**src/rtl/opsel_pkg.sv**
```systemverilog
// Shared types and helpers for the operand selector: occupancy states, constant-slot defaults
// and the select decode.
package opsel_pkg;

    typedef enum logic [1:0] {
        StEmpty,
        StOne,
        StFull
    } opsel_state_e;

    typedef enum logic [1:0] {
        SelConst0,
        SelConst1,
        SelBus,
        SelNone
    } opsel_src_e;

    localparam int unsigned OPSEL_CONST0 = 12;
    localparam int unsigned OPSEL_CONST1 = 1;

    // Classifies a select value; anything at or beyond num_in is out of range.
    function automatic opsel_src_e opsel_decode(int unsigned sel, int unsigned num_in);
        if (sel >= num_in) begin
            return SelNone;
        end else if (sel == 0) begin
            return SelConst0;
        end else if (sel == 1) begin
            return SelConst1;
        end
        return SelBus;
    endfunction

endpackage

```
**src/rtl/operand_select_pipe_if.sv**
```systemverilog
// Handshake and data bundle between the operand producer, the selector pipe and its consumer.
interface operand_select_pipe_if #(
    parameter int unsigned WIDTH  = 16,
    parameter int unsigned NUM_IN = 4,
    parameter int unsigned SEL_W  = 3
);
    logic [(NUM_IN-2)*WIDTH-1:0] Input;
    logic [SEL_W-1:0]            S;
    logic                        in_valid;
    logic                        in_ready;
    logic                        flush;
    logic [WIDTH-1:0]            O;
    logic                        out_valid;
    logic                        out_ready;
    logic                        sel_err;

    modport master (
        output Input, S, in_valid, flush, out_ready,
        input  in_ready, O, out_valid, sel_err
    );

    modport slave (
        input  Input, S, in_valid, flush, out_ready,
        output in_ready, O, out_valid, sel_err
    );

endinterface

```
**src/rtl/opsel_skid.sv**
```systemverilog
// Two-entry valid/ready skid buffer with synchronous flush; in_ready is purely state-derived.
module opsel_skid
    import opsel_pkg::*;
#(
    parameter int unsigned WIDTH = 17
) (
    input  logic             clk_i,
    input  logic             rst_i,
    input  logic             flush_i,
    input  logic             in_valid_i,
    output logic             in_ready_o,
    input  logic [WIDTH-1:0] in_data_i,
    output logic             out_valid_o,
    input  logic             out_ready_i,
    output logic [WIDTH-1:0] out_data_o
);

    opsel_state_e     state_q, state_d;
    logic [WIDTH-1:0] head_q, head_d;
    logic [WIDTH-1:0] skid_q, skid_d;
    logic             accept;
    logic             pop;

    assign in_ready_o  = (state_q != StFull);
    assign out_valid_o = (state_q != StEmpty);
    assign out_data_o  = out_valid_o ? head_q : '0;
    assign accept      = in_valid_i & in_ready_o;
    assign pop         = out_valid_o & out_ready_i;

    always_comb begin
        state_d = state_q;
        head_d  = head_q;
        skid_d  = skid_q;
        unique case (state_q)
            StEmpty: begin
                if (accept) begin
                    head_d  = in_data_i;
                    state_d = StOne;
                end
            end
            StOne: begin
                if (accept && pop) begin
                    head_d = in_data_i;
                end else if (accept) begin
                    skid_d  = in_data_i;
                    state_d = StFull;
                end else if (pop) begin
                    state_d = StEmpty;
                end
            end
            StFull: begin
                if (pop) begin
                    head_d  = skid_q;
                    state_d = StOne;
                end
            end
            default: state_d = StEmpty;
        endcase
        // Stale data left in head/skid is harmless: out_data_o is masked while empty.
        if (flush_i) begin
            state_d = StEmpty;
        end
    end

    always_ff @(posedge clk_i) begin
        if (rst_i) begin
            state_q <= StEmpty;
            head_q  <= '0;
            skid_q  <= '0;
        end else begin
            state_q <= state_d;
            head_q  <= head_d;
            skid_q  <= skid_d;
        end
    end

endmodule

```
**src/rtl/operand_select_pipe.sv**
```systemverilog
// Registered N-way operand selector feeding a 2-entry skid buffer.
// Optional OPSEL_RANGE_CHECK_EN stores and reports an out-of-range select error per word.
module operand_select_pipe
    import opsel_pkg::*;
#(
    parameter int unsigned WIDTH  = 16,
    parameter int unsigned NUM_IN = 4,
    parameter int unsigned SEL_W  = 3,
    parameter int unsigned CONST0 = OPSEL_CONST0,
    parameter int unsigned CONST1 = OPSEL_CONST1
) (
    input logic                  CLK,
    input logic                  Reset,
    operand_select_pipe_if.slave bus
);

    localparam logic [WIDTH-1:0] C0 = WIDTH'(CONST0);
    localparam logic [WIDTH-1:0] C1 = WIDTH'(CONST1);

    if (WIDTH < 4 || NUM_IN < 3 || NUM_IN > 8 || (2 ** SEL_W) < NUM_IN) begin : g_bad_params
        $error("operand_select_pipe: illegal WIDTH/NUM_IN/SEL_W combination");
    end

    opsel_src_e       src;
    int unsigned      sel_idx;
    logic [WIDTH-1:0] word;
    logic             range_err;
    logic [WIDTH:0]   in_word;
    logic [WIDTH:0]   out_word;

    always_comb begin
        sel_idx   = 32'(bus.S);
        src       = opsel_decode(sel_idx, NUM_IN);
        word      = '0;
        range_err = 1'b0;
        unique case (src)
            SelConst0: word = C0;
            SelConst1: word = C1;
            SelBus: begin
                for (int unsigned k = 2; k < NUM_IN; k++) begin
                    if (sel_idx == k) begin
                        word = bus.Input[(k-2)*WIDTH +: WIDTH];
                    end
                end
            end
            default: range_err = 1'b1;
        endcase
    end

`ifdef OPSEL_RANGE_CHECK_EN
    assign in_word     = {range_err, word};
    assign bus.sel_err = bus.out_valid & out_word[WIDTH];
`else
    logic unused_err;
    assign in_word     = {1'b0, word};
    assign bus.sel_err = 1'b0;
    assign unused_err  = out_word[WIDTH] ^ range_err;
`endif

    assign bus.O = out_word[WIDTH-1:0];

    opsel_skid #(
        .WIDTH(WIDTH + 1)
    ) u_skid (
        .clk_i      (CLK),
        .rst_i      (Reset),
        .flush_i    (bus.flush),
        .in_valid_i (bus.in_valid),
        .in_ready_o (bus.in_ready),
        .in_data_i  (in_word),
        .out_valid_o(bus.out_valid),
        .out_ready_i(bus.out_ready),
        .out_data_o (out_word)
    );

endmodule

```
**src/flat_wrapper.sv**
```systemverilog
// flat-port wrapper written by rule: the top's interface ports become plain ports
module operand_select_pipe_flat import opsel_pkg::*;
#(
    parameter int unsigned WIDTH  = 16,
    parameter int unsigned NUM_IN = 4,
    parameter int unsigned SEL_W  = 3,
    parameter int unsigned CONST0 = OPSEL_CONST0,
    parameter int unsigned CONST1 = OPSEL_CONST1
)
  (CLK, Reset, bus_Input, bus_S, bus_in_valid, bus_flush, bus_out_ready, bus_in_ready, bus_O, bus_out_valid, bus_sel_err);
  operand_select_pipe_if #(.WIDTH(WIDTH), .NUM_IN(NUM_IN), .SEL_W(SEL_W)) bus_i ();
  input logic CLK;
  input logic Reset;
  input wire logic [$bits(bus_i.Input)-1:0] bus_Input;
  input wire logic [$bits(bus_i.S)-1:0] bus_S;
  input wire logic [$bits(bus_i.in_valid)-1:0] bus_in_valid;
  input wire logic [$bits(bus_i.flush)-1:0] bus_flush;
  input wire logic [$bits(bus_i.out_ready)-1:0] bus_out_ready;
  output wire logic [$bits(bus_i.in_ready)-1:0] bus_in_ready;
  output wire logic [$bits(bus_i.O)-1:0] bus_O;
  output wire logic [$bits(bus_i.out_valid)-1:0] bus_out_valid;
  output wire logic [$bits(bus_i.sel_err)-1:0] bus_sel_err;
  assign bus_i.Input = bus_Input;
  assign bus_i.S = bus_S;
  assign bus_i.in_valid = bus_in_valid;
  assign bus_i.flush = bus_flush;
  assign bus_i.out_ready = bus_out_ready;
  assign bus_in_ready = bus_i.in_ready;
  assign bus_O = bus_i.O;
  assign bus_out_valid = bus_i.out_valid;
  assign bus_sel_err = bus_i.sel_err;
  operand_select_pipe #(.WIDTH(WIDTH), .NUM_IN(NUM_IN), .SEL_W(SEL_W), .CONST0(CONST0), .CONST1(CONST1)) u_core (.CLK(CLK), .Reset(Reset), .bus(bus_i));
endmodule
```
**config.mk**
```make
export PLATFORM = sky130hd
export DESIGN_NAME = operand_select_pipe_flat
export DESIGN_NICKNAME = d
export VERILOG_FILES = /design/src/rtl/opsel_pkg.sv /design/src/rtl/operand_select_pipe_if.sv /design/src/rtl/opsel_skid.sv /design/src/rtl/operand_select_pipe.sv /design/src/flat_wrapper.sv
export SDC_FILE = /design/constraint.sdc
export NUM_CORES = 1
export LEC_CHECK = 0
export BUFFER_PORTS_ARGS = -buffer_cell sky130_fd_sc_hd__buf_2
export CAP_MARGIN = 10
export CORE_ASPECT_RATIO = 0.7
export CORE_UTILIZATION = 31
export CTS_CLUSTER_SIZE = 8
export DETAILED_ROUTE_END_ITERATION = 12
export PLACE_DENSITY = 0.6
export SYNTH_ARGS = -nofsm -noshare
export SYNTH_HDL_FRONTEND = slang
export SYNTH_SLANG_ARGS = --single-unit
```
**constraint.sdc**
```tcl
create_clock -name CLK -period 1.6 [get_ports CLK]
set_input_delay 0.08 -clock CLK [delete_from_list [all_inputs] [get_ports CLK]]
set_output_delay 0.08 -clock CLK [all_outputs]
set_load 0.02 [all_outputs]
```
==> results by group, run 1 <==
Status
  • Outcome: complete, no violations

Placed design
  • DPL Wire Length: 3.67 mm
  • Gpl congestion: 0.893
  • Inst Count DP: 341
  • Placed cell areas: 2290 um^2
  • Port bufs: 57

STA
  • Setup Total Neg Slack: 0 ns
  • Final period util: 90.5%
  • Slew @ Worst Pin: 0.729 ns
  • Tightest hold margin: 0.156 ns
  • Max_slew headroom: 51.4%
  • Final Max Tran Viols: 0
  • Clock Skew: 0.00507 ns
  • FMAX: 690 MHz
  • Unrepaired setup endpoints after global routing: no
  • # setup viols final: 0
  • Post-route minimum period: 1.45 ns
  • Final hold violations: 0

Critical path
  • Critical path fanouts, max: 16
  • Worst Setup SP: u_core.u_skid.state_q[0]
  • Critical Path Source Type: register
  • WS Path Type: reg -> reg
  • Crit end category: register
  • Worst endpoint required time: 1.73 ns
  • R2R Path Start: u_core.u_skid.state_q[0]
  • R2R Setup Slk: 0.15 ns
  • CP arrival: 1.58 ns

CTS
  • CTS Sinks: 34
  • CTS H-tree lvls: 2
  • Clock Root Buffer: clkbuf_8
  • Worst-Skew Late Latency: 0.28 ns
  • Clk slew on worst S/H paths: 0.07 ns
  • TritonCTS Buffers: 5
  • CTS tree: yes
  • CTS max path bufs: 2

Synth
  • Yosys cell types: 32
  • Post-synthesis register bit count: 34
  • Post-Syn Area: 1970 um^2
  • Ys Warns: 0
  • Cells after synthesis: 226
  • Synthesized area per cell: 8.73 um^2
  • Sequential fraction of the synthesis area: 34.5%
  • Syn Nets: 266

GRT
  • GRT Util Overall: 15.5%
  • First-pass GRT wire length: 8.09 mm
  • Aggregate global routing overflow: 0
  • Vias in the first global route: 1555
  • Initial antenna violation count: 0
  • Largest net degree at the start of global routing: 35

Cells and area
  • Diode count: 0
  • Design area: 2390 um^2
  • Nets@finish: 314
  • Cell Count, Final, Fillers Out: 350
  • Layout fillers: 621
  • Area Growth Syn to Fin: 21.2%
  • Multi-input gate area: 1150 um^2
  • Layout cell share with drive strength beyond 1: 37.8%
  • Register area: 682 um^2

Routing
  • Post-DRT Antenna Nets: 0
  • Vias per std cell: 5.18
  • Via count: 1814
  • # DRC: 0
  • Pre-Repair DR Iteration Count: 5
  • Wirelength per Cell: 14.4 um
  • Routed wire length: 5.03 mm
  • Number of DRC markers in iteration 0: 132

Power
  • Max rail drop VDD: 0.304 mV
  • P per Cell Area: 784 nW/um^2
  • Static leakage: 0.881 nW

Floorplanning
  • Initial Util: 33.3%
  • Horiz. Die Dim: 97.4 um
  • Ports: 59
  • Std cell rows: 23
  • Die area: 6690 um^2
  • Die height: 68.8 um
  • CORE AREA: 5930 um^2

Job
  • Max-cap violations: 0

Worst hold path
  • Worst hold path startpoint: bus_S[2]
  • Hold Path Class: in -> reg
through the flow:
stage,setup slack (ns),utilization (%),power [mW]
detailed placement,0.187,38.6,1.24
floorplan,0.289,-,1.14
global route,0.0378,40.3,1.96
global placement,0.256,38.6,1.24
finish,0.151,40.3,1.87
CTS,0.0909,40.3,1.89
area by class of cell:
type	count	area share [%]
clock buffer	7	3.61
clock inverter	1	0.209
inverter	2	0.419
multi-input combinational	165	47.9
sequential	34	28.5
tap	75	3.92
timing repair buffer	66	15.4
where the power goes:
group / switching [mW] / leakage (nW) / internal (mW) / total (mW)
Clock: 0.300 / 0.0482 / 0.347 / 0.647
Combinational: 0.172 / 0.554 / 0.154 / 0.326
Sequential: 0.0199 / 0.278 / 0.880 / 0.900
Total: 0.492 / 0.881 / 1.38 / 1.87
final timing paths:
| kind | depth (start not counted) | to |
|---|---|---|
| worst max-delay path | 4 | u_core.u_skid.head_q[8] |
| worst min-delay path | 3 | u_core.u_skid.skid_q[3] |
| worst max register to register | 4 | u_core.u_skid.head_q[8] |
| worst min register to register | 2 | u_core.u_skid.skid_q[4] |
flip-flops by register name, indices dropped and copies added, names as in the netlist:
| signal | count |
|---|---|
| u_core.u_skid.head_q | 16 |
| u_core.u_skid.skid_q | 16 |
| u_core.u_skid.state_q | 2 |
worst max-delay path: stages, from the launching register on:
cell	delay (ns)
dfxtp_1	0.44
and3b_1	0.23
buf_4	0.19
a211oi_1	0.35
a311oi_2	0.09
placed cells by master (no fill, tap or decap), types with 2 or more instances in the layout:
| cell | n |
|---|---|
| buf_2 | 57 |
| nand2_1 | 33 |
| dfxtp_1 | 33 |
| nand3_1 | 26 |
| nor2b_1 | 19 |
| a211oi_1 | 17 |
| a21oi_1 | 16 |
| mux2_2 | 13 |
| a311oi_2 | 10 |
| buf_4 | 7 |
| nand4b_1 | 6 |
| a311oi_1 | 6 |
| clkbuf_8 | 6 |
| or3b_2 | 2 |
| a21bo_2 | 2 |
| a21o_1 | 2 |
cells in the mapped netlist, drive strengths merged:
cell type   n  area (um^2)
a211oi     17          128
a21bo       2         20.0
a21o        3         30.0
a21oi      16         80.1
a311oi     16          203
and2        1         6.26
and3b       1         8.76
buf        19          120
clkbuf      6         22.5
conb        1         3.75
dfxtp      34          681
inv         2         10.0
mux2       13          146
nand2      33          124
nand2b      1         6.26
nand3      26          130
nand3b      1         7.51
nand4b      6         52.6
nand4bb     1         11.3
nor2        1         3.75
nor2b      19          119
nor3        1         5.00
nor4bb      1         10.0
o21a        1         7.51
o21bai      1         11.3
or3b        3         26.3
timing repair:
| item | in CTS | in global routing |
|---|---|---|
| hold buffers | 1 | 0 |
| buffers inserted | 0 | 0 |
| setup endpoints to repair | 0 | 1 |
| gates resized for setup | 0 | 1 |
| hold endpoints to repair | 2 | 0 |
cells by family (layout without fill, tap and decap cells):
family,Yosys count,in the layout,synth area share [%]
buffers and inverters,27,76,7.74
other,1,1,0.190
AOI/OAI and AO/OA,56,56,24.3
and+or+nand+nor,95,95,25.9
DFF,34,34,34.5
muxes,13,13,7.42
routing by layer:
| metal | track usage [%] | part of all wire (%) | up-vias | wire, um |
|---|---|---|---|---|
| met4 | 4.96 | 0.46 | 0 | 23 |
| met3 | 3.43 | 9.4 | 4 | 471 |
| met1 | 24.9 | 54 | 805 | 2710 |
| met2 | 19.5 | 36 | 89 | 1830 |
| li1 | - | - | 916 | - |
| met5 | 0 | 0 | - | 0 |
Power figures use the tool's default switching activity.
==> run 2: changes to the inputs <==
REMOVE_ABC_BUFFERS = 1   (was default)
==> results by group, run 2 (synthesis results as in run 1) <==
Worst hold path
  • Worst Hold Depth: 3 (unchanged)
  • Hold Path Class: in -> reg

Floorplanning
  • Die area: 6690 um^2 (unchanged)
  • Std cell rows: 23 (unchanged)
  • CORE AREA: 5930 um^2 (unchanged)
  • Ports: 59 (unchanged)
  • Die height: 68.8 um (unchanged)
  • Initial Util: 33.3% (unchanged)
  • Horiz. Die Dim: 97.4 um (unchanged)

Power
  • Total power: 1.89 mW (+0.63%)
  • P per Cell Area: 771 nW/um^2 (-1.6%)
  • Static leakage: 0.916 nW (+4.0%)
  • Max rail drop VDD: 0.280 mV (-7.9%)

Critical path
  • Slowest Stage Delay on Critical Path: 0.45 ns (about the same)
  • CP arrival: 1.44 ns (-0.14 ns)
  • Crit-path cells: nor2b_1, inv_4, buf_2
  • Worst endpoint required time: 1.52 ns (-0.21 ns)
  • R2r worst-path depth: 4 (unchanged)
  • CP max-delay cell: dfxtp_1
  • Critical path fanouts, max: 18 (+2)
  • Critical Path Source Type: register
  • WS Path Type: reg -> out
  • Crit end category: output pin

Routing
  • Number of DRC markers in iteration 0: 81 (-39%)
  • Wirelength per Cell: 15.0 um (+4.4%)
  • Via count: 1833 (+1.0%)
  • Post-DRT Antenna Nets: 0 (unchanged)
  • # DRC: 0 (unchanged)
  • Routed wire length: 5.36 mm (+6.5%)
  • Pre-Repair DR Iteration Count: 4 (-1)
  • Vias per std cell: 5.13 (-0.93%)

STA
  • Slew @ Worst Pin: 0.678 ns (-0.0508 ns)
  • Max_slew headroom: 54.8% (+3.4 points)
  • Clock Skew: 0.00588 ns (+0.000809 ns)
  • Final Max Tran Viols: 0 (unchanged)
  • Final worst setup slack: 0.0770 ns (-0.0743 ns)
  • # setup viols final: 0 (unchanged)
  • Final period util: 95.2% (+4.6 points)
  • Unrepaired setup endpoints after global routing: no
  • FMAX: 657 MHz (-4.9%)
  • Post-route minimum period: 1.52 ns (+0.0743 ns)
  • Final hold violations: 0 (unchanged)

CTS
  • CTS Sinks: 34 (unchanged)
  • CTS H-tree lvls: 2 (unchanged)
  • Clk slew on worst S/H paths: 0.07 ns (about the same)
  • CTS tree: yes
  • Worst-Skew Late Latency: 0.28 ns (about the same)
  • Clock Root Buffer: clkbuf_8
  • TritonCTS Buffers: 5 (unchanged)
  • CTS max path bufs: 2 (unchanged)

Cells and area
  • Design area: 2440 um^2 (+2.3%)
  • Nets@finish: 321 (+2.2%)
  • Commonest non-fill, non-tap cell in the layout: buf_2
  • Diode count: 0 (unchanged)
  • Regs by FF count: u_core.u_skid.head_q (16), u_core.u_skid.skid_q (16), u_core.u_skid.state_q (2)
  • Layout fillers: 610 (-1.8%)
  • Cell Count, Final, Fillers Out: 357 (+2.0%)
  • Fin util: 41.2% (+0.91 points)
  • Layout cell share with drive strength beyond 1: 39.4% (+1.5 points)
  • Area Growth Syn to Fin: 23.9%
  • Most frequent cells in the layout: buf_2 (57), dfxtp_1 (34), nand2_1 (33), nand3_1 (26), nor2b_1 (18)

GRT
  • GRT Util Overall: 17.0% (+1.5 points)
  • First-pass GRT wire length: 8.84 mm (+9.3%)
  • Aggregate global routing overflow: 0 (unchanged)
  • Initial antenna violation count: 0 (unchanged)
  • Vias in the first global route: 1791 (+15%)
  • Largest net degree at the start of global routing: 31 (-11%)

Placed design
  • Port bufs: 57 (unchanged)
  • DP Worst Slack: 0.187 ns (+0.000857 ns)
  • Inst Count DP: 348 (+2.1%)
  • Placed cell areas: 2340 um^2 (+2.4%)
  • Gpl congestion: 0.743 (-17%)
  • DPL Wire Length: 3.74 mm (+2.0%)

Status
  • Outcome: complete, no violations

Job
  • Max-cap violations: 0 (unchanged)
[run 2: cell types whose count changed in the layout (fill, tap and decap cells not counted), sizes merged]
cell	before	now
buf	65	72
[run 2: what timing repair did]
item | 4_1_cts | 5_1_grt
hold buffers | 1 | 0
resized for setup | 0 | 0
buffers inserted | 0 | 0
endpoints found under the hold margin | 2 | 0
[run 2: worst paths after layout]
path,startpoint,end,slack (ns)
worst min register to register,u_core.u_skid.skid_q[4],u_core.u_skid.skid_q[4],0.46
worst max-delay path,u_core.u_skid.state_q[1],bus_in_ready,0.08
worst min-delay path,bus_S[2],u_core.u_skid.skid_q[3],0.15
worst max register to register,u_core.u_skid.state_q[1],u_core.u_skid.head_q[0],0.14
[run 2: layout make-up]
| cell class | count | area [um^2] | share of cell area, % |
|---|---|---|---|
| repair buffers | 73 | 420 | 17.2 |
| well taps | 75 | 93.8 | 3.84 |
| inverters | 2 | 10.0 | 0.409 |
| flip-flops and latches | 34 | 681 | 27.8 |
| clock inverters | 1 | 5.00 | 0.205 |
| clock buffers | 7 | 86.3 | 3.53 |
| multi-input cells | 165 | 1150 | 47.0 |
[run 2: power by group]
part / internal (mW) / switching (mW) / leakage [nW] / total (mW)
logic: 0.161 / 0.172 / 0.590 / 0.333
registers: 0.880 / 0.0183 / 0.277 / 0.898
clock network: 0.347 / 0.307 / 0.0482 / 0.654
total: 1.39 / 0.498 / 0.916 / 1.89
[run 2: per-layer routing]
layer / part of all wire, % / GRT usage [%] / vias up / wire, um
met5: 0 / 0 / - / 0
met4: 0.60 / 4.60 / 0 / 32
met3: 6.3 / 4.54 / 5 / 338
met2: 44 / 26.8 / 55 / 2360
met1: 49 / 23.4 / 845 / 2630
li1: - / - / 928 / -
[run 2: worst max-delay path, delay by kind of cell, from the launching register on]
| kind | cells | cell delay [ns] |
|---|---|---|
| DFF | 1 | 0.45 |
| buffers and inverters | 2 | 0.37 |
| and+or+nand+nor | 1 | 0.34 |
[run 2: metrics by stage]
stage	setup TNS, ns	hold WS (ns)
2_1_floorplan	-6.75	0.148
3_3_place_gp	0	0.283
3_5_place_dp	0	0.286
4_1_cts	0	0.144
5_1_grt	0	0.171
6_report	0	0.151
==> run 3: changes to the inputs <==
BUFFER_PORTS_ARGS = -buffer_cell sky130_fd_sc_hd__clkbuf_2   (was -buffer_cell sky130_fd_sc_hd__buf_2)
==> results by group, run 3 (synthesis results as in run 1) <==
Job
  • Max-cap violations: 0 (unchanged)

Floorplanning
  • Die height: 68.8 um (unchanged)
  • Initial Util: 33.3% (unchanged)
  • Std cell rows: 23 (unchanged)
  • Die area: 6690 um^2 (unchanged)
  • Horiz. Die Dim: 97.4 um (unchanged)
  • Ports: 59 (unchanged)
  • CORE AREA: 5930 um^2 (unchanged)

Routing
  • Via count: 1833 (unchanged)
  • Wirelength per Cell: 14.8 um (-1.6%)
  • # DRC: 0 (unchanged)
  • Number of DRC markers in iteration 0: 146 (+80%)
  • Pre-Repair DR Iteration Count: 4 (unchanged)
  • Post-DRT Antenna Nets: 0 (unchanged)
  • Routed wire length: 5.27 mm (-1.6%)
  • Vias per std cell: 5.13 (unchanged)

Status
  • Outcome: complete, no violations

Power
  • Max rail drop VDD: 0.350 mV (+25%)
  • P per Cell Area: 772 nW/um^2 (+0.12%)
  • Clock network power share: 35.1% (+0.4 points)
  • Static leakage: 0.910 nW (-0.65%)
  • Switching Fraction: 26.8% (+0.36 points)
  • Register share of total power: 47.6% (about the same)
  • Switch Pwr: 0.506 mW (+1.7%)
  • Gate power share: 17.3% (-0.3 points)
  • Internal cell power: 1.38 mW (-0.22%)

Worst hold path
  • Worst hold path startpoint: bus_S[2]
  • Hold Path Class: in -> reg

CTS
  • Clk slew on worst S/H paths: 0.07 ns (about the same)
  • Worst-Skew Late Latency: 0.28 ns (about the same)
  • TritonCTS Buffers: 5 (unchanged)
  • CTS Sinks: 34 (unchanged)
  • CTS tree: yes
  • CTS H-tree lvls: 2 (unchanged)
  • Clock Root Buffer: clkbuf_8
  • CTS max path bufs: 2 (unchanged)

Critical path
  • Crit-path cells: nor2b_2, buf_12, inv_4, clkbuf_2
  • CP max-delay cell: dfxtp_1
  • Slowest Stage Delay on Critical Path: 0.46 ns (about the same)
  • Critical Path Source Type: register
  • Crit end category: output pin
  • R2R Path Start: u_core.u_skid.state_q[1]
  • Worst endpoint required time: 1.52 ns (about the same)
  • R2R Setup Slk: 0.16 ns (+0.02 ns)
  • Worst Setup SP: u_core.u_skid.state_q[0]
  • CP arrival: 1.39 ns (-0.05 ns)
  • WS Path Type: reg -> out
  • Critical path fanouts, max: 18 (unchanged)

Cells and area
  • Fin util: 41.3% (+0.063 points)
  • Nets@finish: 321 (unchanged)
  • Area Growth Syn to Fin: 24.1%
  • Layout fillers: 628 (+3.0%)
  • Diode count: 0 (unchanged)
  • Cell Count, Final, Fillers Out: 357 (unchanged)
  • Regs by FF count: u_core.u_skid.head_q (16), u_core.u_skid.skid_q (16), u_core.u_skid.state_q (2)
  • Layout cell share with drive strength beyond 1: 40.1% (+0.71 points)
  • Most frequent cells in the layout: clkbuf_2 (57), nand2_1 (33), dfxtp_1 (33), nand3_1 (26)
  • Commonest non-fill, non-tap cell in the layout: clkbuf_2

STA
  • Max_slew headroom: 42.8% (-12 points)
  • # setup viols final: 0 (unchanged)
  • Clock Skew: 0.00359 ns (-0.00229 ns)
  • Final Max Tran Viols: 0 (unchanged)
  • Final period util: 91.9% (-3.3 points)
  • Unrepaired setup endpoints after global routing: no
  • Slew @ Worst Pin: 0.858 ns (+0.180 ns)
  • Final hold violations: 0 (unchanged)
  • FMAX: 680 MHz (+3.6%)
  • Post-route minimum period: 1.47 ns (-0.0528 ns)

GRT
  • Vias in the first global route: 1688 (-5.8%)
  • Initial antenna violation count: 0 (unchanged)
  • Met2 Use GR: 24.9% (-1.8 points)
  • Largest net degree at the start of global routing: 35 (+13%)
  • First-pass GRT wire length: 8.49 mm (-3.9%)
  • GR Util met1: 23.3% (-0.047 points)
  • Aggregate global routing overflow: 0 (unchanged)
  • Top Usage Layer GRT: met2
  • GR Util met3: 3.93% (-0.60 points)
  • GRT Util Overall: 16.3% (-0.74 points)

Placed design
  • DPL Wire Length: 3.59 mm (-4.1%)
  • Gpl congestion: 0.769 (+3.5%)
  • Port bufs: 57 (unchanged)
  • Inst Count DP: 348 (unchanged)
## run 3: timing repair
action | 4_1_cts | 5_1_grt
hold buffers | 1 | 0
setup buffers | 0 | 0
endpoints found under the hold margin | 2 | 0
setup endpoints to repair | 0 | 2
resized for setup | 0 | 2
## run 3: worst max-delay path: cells and delay by family (launching register included)
kind / cells / cell delay [ns]
buffers and inverters: 3 / 0.54
flip-flops: 1 / 0.46
AND/OR/NAND/NOR: 1 / 0.10
## run 3: final cells by class
type                       count  area [um^2]  share of cell area (%)
timing repair buffer          73          420                    17.2
clock buffer                   7         86.3                    3.53
inverter                       2         10.0                   0.409
clock inverter                 1         5.00                   0.204
tap                           75         93.8                    3.83
sequential                    34          682                    27.8
multi-input combinational    165         1150                    47.0
## run 3: final timing paths
kind / cells past startpoint / to
setup / recovery: 4 / bus_in_ready
setup reg to reg: 4 / u_core.u_skid.head_q[15]
hold reg to reg: 2 / u_core.u_skid.skid_q[4]
hold / removal: 3 / u_core.u_skid.skid_q[3]
## run 3: power by group through the flow
stage                     Combinational (mW)  Clock, mW  Sequential [mW]
final                                  0.328      0.663            0.899
after global routing                   0.360      0.720            0.902
after CTS                              0.330      0.676            0.898
after detailed placement               0.326          0            0.918
after global placement                 0.325          0            0.918
after floorplan                        0.189          0            0.911
## run 3: metrics by stage
step	area, um^2	total power, mW	setup TNS [ns]	hold WS (ns)	setup WS [ns]
after floorplan	1830	1.10	-6.75	0.148	-0.348
after detailed placement	2340	1.24	0	0.263	0.159
final	2450	1.89	0	0.145	0.130
after global routing	2450	1.98	0	0.177	0.0238
after global placement	2340	1.24	0	0.261	0.227
after CTS	2440	1.90	0	0.142	0.0295
## run 3: metal layers
layer,vias to the layer above,part of all wire [%]
li1,935,-
met1,824,50
met2,71,43
met3,3,7.0
met4,0,0.23
met5,-,0
